<file path="src/rtl/mem_port_arbiter.sv">
// Arbiter sharing one single-port synchronous memory between the CPU fetch
// port (read-only) and the load/store port (read/write). Load/store has
// priority; a starvation counter hands a contested cycle to fetch after
// STARVE_MAX consecutive denials. Read data is routed back through a tag
// pipeline that tracks which port issued each outstanding read.
module mem_port_arbiter #(
  parameter int AW         = 16,
  parameter int DW         = 16,
  parameter int RD_LAT     = 1,
  parameter int STARVE_MAX = 4
) (
  input  logic          clk,
  input  logic          reset,

  input  logic [AW-1:0] i_pc_addr,
  input  logic          i_pc_rd,
  output logic          o_pc_waitrequest,
  output logic [DW-1:0] o_pc_rddata,
  output logic          o_pc_rddata_valid,

  input  logic [AW-1:0] i_ldst_addr,
  input  logic          i_ldst_rd,
  input  logic          i_ldst_wr,
  input  logic [DW-1:0] i_ldst_wrdata,
  output logic          o_ldst_waitrequest,
  output logic [DW-1:0] o_ldst_rddata,
  output logic          o_ldst_rddata_valid,

  output logic [AW-1:0] o_mem_addr,
  output logic          o_mem_rd,
  output logic          o_mem_wr,
  output logic [DW-1:0] o_mem_wrdata,
  input  logic [DW-1:0] i_mem_rddata
);

  localparam int SCW = 4;

  logic [SCW-1:0]    starve_cnt;
  logic              starved;
  logic              pc_req;
  logic              ldst_req;
  logic              ldst_is_rd;
  logic              pc_win;
  logic              ldst_win;
  logic              rd_issue;
  logic [RD_LAT-1:0] tag_vld;
  logic [RD_LAT-1:0] tag_pc;
  logic              ret_vld;
  logic              ret_pc;

  assign pc_req     = i_pc_rd;
  assign ldst_req   = i_ldst_rd | i_ldst_wr;
  // A simultaneous rd+wr from load/store is a plain write.
  assign ldst_is_rd = i_ldst_rd & ~i_ldst_wr;
  assign starved    = (starve_cnt == SCW'(STARVE_MAX));

  // Grant selection; nothing is granted while reset is held low.
  always_comb begin
    pc_win   = 1'b0;
    ldst_win = 1'b0;
    if (reset) begin
      pc_win   = pc_req & (~ldst_req | starved);
      ldst_win = ldst_req & ~pc_win;
    end
  end

  assign o_pc_waitrequest   = ~reset | (pc_req & ~pc_win);
  assign o_ldst_waitrequest = ~reset | (ldst_req & ~ldst_win);
  assign rd_issue           = pc_win | (ldst_win & ldst_is_rd);

  // Memory strobes follow the winner; idle cycles park on the load/store address.
  always_comb begin
    o_mem_addr   = i_ldst_addr;
    o_mem_wrdata = i_ldst_wrdata;
    o_mem_rd     = 1'b0;
    o_mem_wr     = 1'b0;
    if (pc_win) begin
      o_mem_addr = i_pc_addr;
      o_mem_rd   = 1'b1;
    end else if (ldst_win) begin
      o_mem_rd   = ldst_is_rd;
      o_mem_wr   = i_ldst_wr;
    end
  end

  // Count consecutive denied fetch cycles, saturating at STARVE_MAX.
  always_ff @(posedge clk or negedge reset) begin
    if (!reset) begin
      starve_cnt <= '0;
    end else if (pc_req && !pc_win) begin
      if (!starved) starve_cnt <= starve_cnt + SCW'(1);
    end else begin
      starve_cnt <= '0;
    end
  end

  // Tag pipeline: one entry per cycle, aligned with memory read latency.
  always_ff @(posedge clk or negedge reset) begin
    if (!reset) begin
      tag_vld <= '0;
      tag_pc  <= '0;
    end else begin
      tag_vld[0] <= rd_issue;
      tag_pc[0]  <= pc_win;
      for (int i = 1; i < RD_LAT; i++) begin
        tag_vld[i] <= tag_vld[i-1];
        tag_pc[i]  <= tag_pc[i-1];
      end
    end
  end

  assign ret_vld = tag_vld[RD_LAT-1];
  assign ret_pc  = tag_pc[RD_LAT-1];

  // Register returning data into the owner's port; the other port holds.
  always_ff @(posedge clk or negedge reset) begin
    if (!reset) begin
      o_pc_rddata         <= '0;
      o_pc_rddata_valid   <= 1'b0;
      o_ldst_rddata       <= '0;
      o_ldst_rddata_valid <= 1'b0;
    end else begin
      o_pc_rddata_valid   <= ret_vld & ret_pc;
      o_ldst_rddata_valid <= ret_vld & ~ret_pc;
      if (ret_vld && ret_pc)  o_pc_rddata   <= i_mem_rddata;
      if (ret_vld && !ret_pc) o_ldst_rddata <= i_mem_rddata;
    end
  end

endmodule

</file>
<file path="config.mk">
export PLATFORM = sky130hd
export DESIGN_NAME = mem_port_arbiter
export DESIGN_NICKNAME = d
export VERILOG_FILES = /design/src/rtl/mem_port_arbiter.sv
export SDC_FILE = /design/constraint.sdc
export NUM_CORES = 1
export LEC_CHECK = 0
export CAP_MARGIN = 20
export CORE_UTILIZATION = 31
export CTS_CLUSTER_SIZE = 12
export DETAILED_ROUTE_END_ITERATION = 12
export PLACE_DENSITY = 0.76
export SETUP_SLACK_MARGIN = 0.05
export SLEW_MARGIN = 20
export SYNTH_ARGS = -nofsm -noshare
export SYNTH_HDL_FRONTEND = slang
export SYNTH_SLANG_ARGS = --single-unit
</file>
<file path="constraint.sdc">
create_clock -name clk -period 1.8 [get_ports clk]
set_input_delay 0.27 -clock clk [delete_from_list [all_inputs] [get_ports clk]]
set_output_delay 0.27 -clock clk [all_outputs]
set_load 0.005 [all_outputs]
</file>
==> results.md <==
* Status: complete, but fails checks
* Failing checks: negative setup slack
* Synth unique cells at 24
* # diodes at 0
* Fin. max-slew vios at 0
* Syn Inst Count at between 100 and 150
* Core area at 0.00599 mm2
* RSZ-0062 raised after global routing: yes
* IO Pins at approximately 140
* Largest net degree at the start of global routing at 39
* Post-synth EDFFs at 0
* Slowest CP cell: dfrtp_1
* Crit-path max FO at 8
* Post-DP HPWL at ~3500 um
* Post-route minimum period at roughly 2.1 ns
* Clock power share at between 15 and 20%
* Required @ worst endpoint at around 1.5 ns
* Clk root buf: clkbuf_8
* Most common cell after layout, fill and taps aside: clkdlybuf4s50_1
* FP Rows at 28
* CTS tree: done
* Routed Wire Length at ~4700 um
* Worst-path clk slew at approximately 0.070 ns
* Worst Path Arrival at between 1.5 and 2 ns
* Vert. Die Dim at around 80 um
* Post-synth top area share at 51.2%
* First-pass GRT wire length at 7380 um
* Crit share post-route at 118%
* Initial antenna violation count at 0
* Htree depth at 2
* Residual DRC count at 0
* ANT nets after route at 0
* Total congestion overflow at 0
* Worst Skew at between 0.002 and 0.003 ns
* Worst hold slack at 0.509 ns
* TritonCTS sink count at 40
* Crit path cell chain: inv_2, ha_4, nand3b_4, a21oi_4, buf_6, buf_12, mux2_4, buf_6
* Number of global-route vias before repair at about 1.6k
* Most frequent cells in the layout: 85 x clkdlybuf4s50_1, 40 x dfrtp_1, 32 x mux2_2, 24 x buf_4, 21 x buf_6
* Sw frac at 25.8%
* Inst Count DP at approximately 320
* IO buf count at 106
* 1st-iter DRT viols at 23
* Largest area contributor in the netlist: dfrtp_1
* Wirelength per Cell at 13.8 um
* Synth area leaders: dfrtp_1 51%, mux2_2 22%, mux2_4 6.9%
* Endpoints failing setup at 20
* Initial Utilization at 32.7%
* Most used cell, CP: buf_6
* Ratio of cells with drive above 1 in the final layout at between 40% and 50%
* Clk_lat worst skew at 0.28 ns
* Worst VDD drop at between 400 and 500 uV
* Asr flop ratio synth at 100%
* Post-DR vias/cell at 4.46
* Top FF cell, synth: dfrtp_1
* Psw at roughly 0.92 mW
* GR Util All Layers at 15.1%
* Worst hold path type: flip-flop to flip-flop
* Yosys Warn Count at 0
* TritonCTS Buffers at 5
* Synth Net Count at 212
* Combinational share of power at ~46%
* DIE AREA at about 0.0066 mm2
* Syn-to-layout area delta at 72.4%
* CP Class: flip-flop to primary output
* LEAKAGE at 1.52 nW
* Vias at roughly 1.5k
* Pwr Density at approximately 1100 mW/mm2
* Layout Utilization at between 50% and 60%
* Synthesis-stage register bit count at 40
* Slew HR at around 70%
* Drt pass-1 iters at 3
* Max Buffers Root-to-Sink at 2
* Max cap viols at 0
* Mapped Area at between 0.0015 and 0.002 mm2
* Seq pwr share at a little under two fifths
* Final Non-Filler Cells at 341
* Hold Violations, Final at 0
* Nature of the critical path startpoint: flip-flop
* F_max at 471 MHz
* DIE WIDTH at 81.5 um
* Worst Tran Pin Value at 0.480 ns
* Crit end category: primary output
* Mean Syn Cell Area at 13.9 um2
* Sequential share of the synthesized area at approximately 51%
* Layout net count at around 340
* Final setup margin at -0.322 ns
* Internal power at 2.65 mW
* Critical Path Max Stage Delay at 0.40 ns
* Placer congestion estimate at 0.736
* Total chip power at 3.57 mW
* R2r setup slk at 0.28 ns
cell families after synthesis:
group           after synthesis  share of synthesized area (%)
compound gates                7                           2.56
xor+xnor                      2                          0.895
fa+ha+maj                     2                           1.28
buf+inv                      24                           8.70
flops                        40                           51.2
mux                          50                           30.4
simple gates                 16                           5.05
flip-flops by register name, summed over array words and instances (netlist names):
| name | count |
|---|---|
| o_ldst_rddata | 16 |
| o_pc_rddata | 16 |
| starve_cnt | 4 |
| o_ldst_rddata_valid | 1 |
| o_pc_rddata_valid | 1 |
| ret_pc | 1 |
| ret_vld | 1 |
synthesized netlist by cell type (2+ instances only):
cell and instances:
dfrtp_1 40, mux2_2 39, buf_4 16, mux2_4 9, nor2_1 5, inv_1 4
buf_2 3, nand2_1 3, o21ai_0 3, ha_1 2, mux2i_1 2, nand2b_1 2
xnor2_1 2
final timing paths:
path                             startpoint          endpoint  cells after the start
min                        o_ldst_rddata[6]  o_ldst_rddata[6]                      1
min reg2reg                o_ldst_rddata[6]  o_ldst_rddata[6]                      1
max in group asynchronous             reset   o_pc_rddata[10]                      4
max                           starve_cnt[0]    o_mem_addr[10]                      8
max reg2reg                   starve_cnt[0]     starve_cnt[2]                      7
min in group asynchronous             reset            ret_pc                      3
area by class of cell:
type | count | area (um2)
well taps | 75 | 93.8
fillers | 477 | 2620
multi-input cells | 77 | 851
inverters | 4 | 15.0
flip-flops and latches | 40 | 1000
clock buffers | 8 | 90.1
repair buffers | 137 | 1320
power groups by stage:
stage | sequential, mW | clock [mW] | combinational (mW)
finish | 1.35 | 0.597 | 1.62
floorplan | 1.38 | 0 | 0.548
global placement | 1.35 | 0 | 1.46
CTS | 1.35 | 0.625 | 1.62
global route | 1.38 | 0.672 | 1.76
detailed placement | 1.36 | 0 | 1.49
stage by stage:
stage               setup WS (ns)  setup TNS, ns  area [um2]
floorplan                  0.0517              0        1970
global placement           -0.565          -9.89        3130
detailed placement         -0.613         -10.83        3130
CTS                        -0.341          -6.01        3360
global route               -0.414          -6.88        3370
finish                     -0.322          -5.05        3370
repair_timing:
item | 4_1_cts | 5_1_grt
buffers inserted | 9 | 2
pin swaps | 5 | 4
gates resized for setup | 116 | 4
hold buffers | 1 | 0
cloned | 1 | 0
setup endpoints to repair | 20 | 20
endpoints found under the hold margin | 2 | 0
critical path: cells and delay by family, from the launching register on:
family          cells  cell delay [ns]
fa+ha+maj           1             0.14
mux                 1             0.31
simple gates        1             0.09
compound gates      1             0.16
buf+inv             4             0.46
flops               1             0.40
per-layer routing:
metal | vias to the layer above | wire [um] | global-route usage [%]
met3 | 9 | 456 | 5.67
met2 | 91 | 2360 | 26.3
met1 | 705 | 1800 | 16.3
met5 | - | 0 | 0
li1 | 715 | - | -
met4 | 0 | 89 | 6.43
Power figures use the tool's default switching activity.
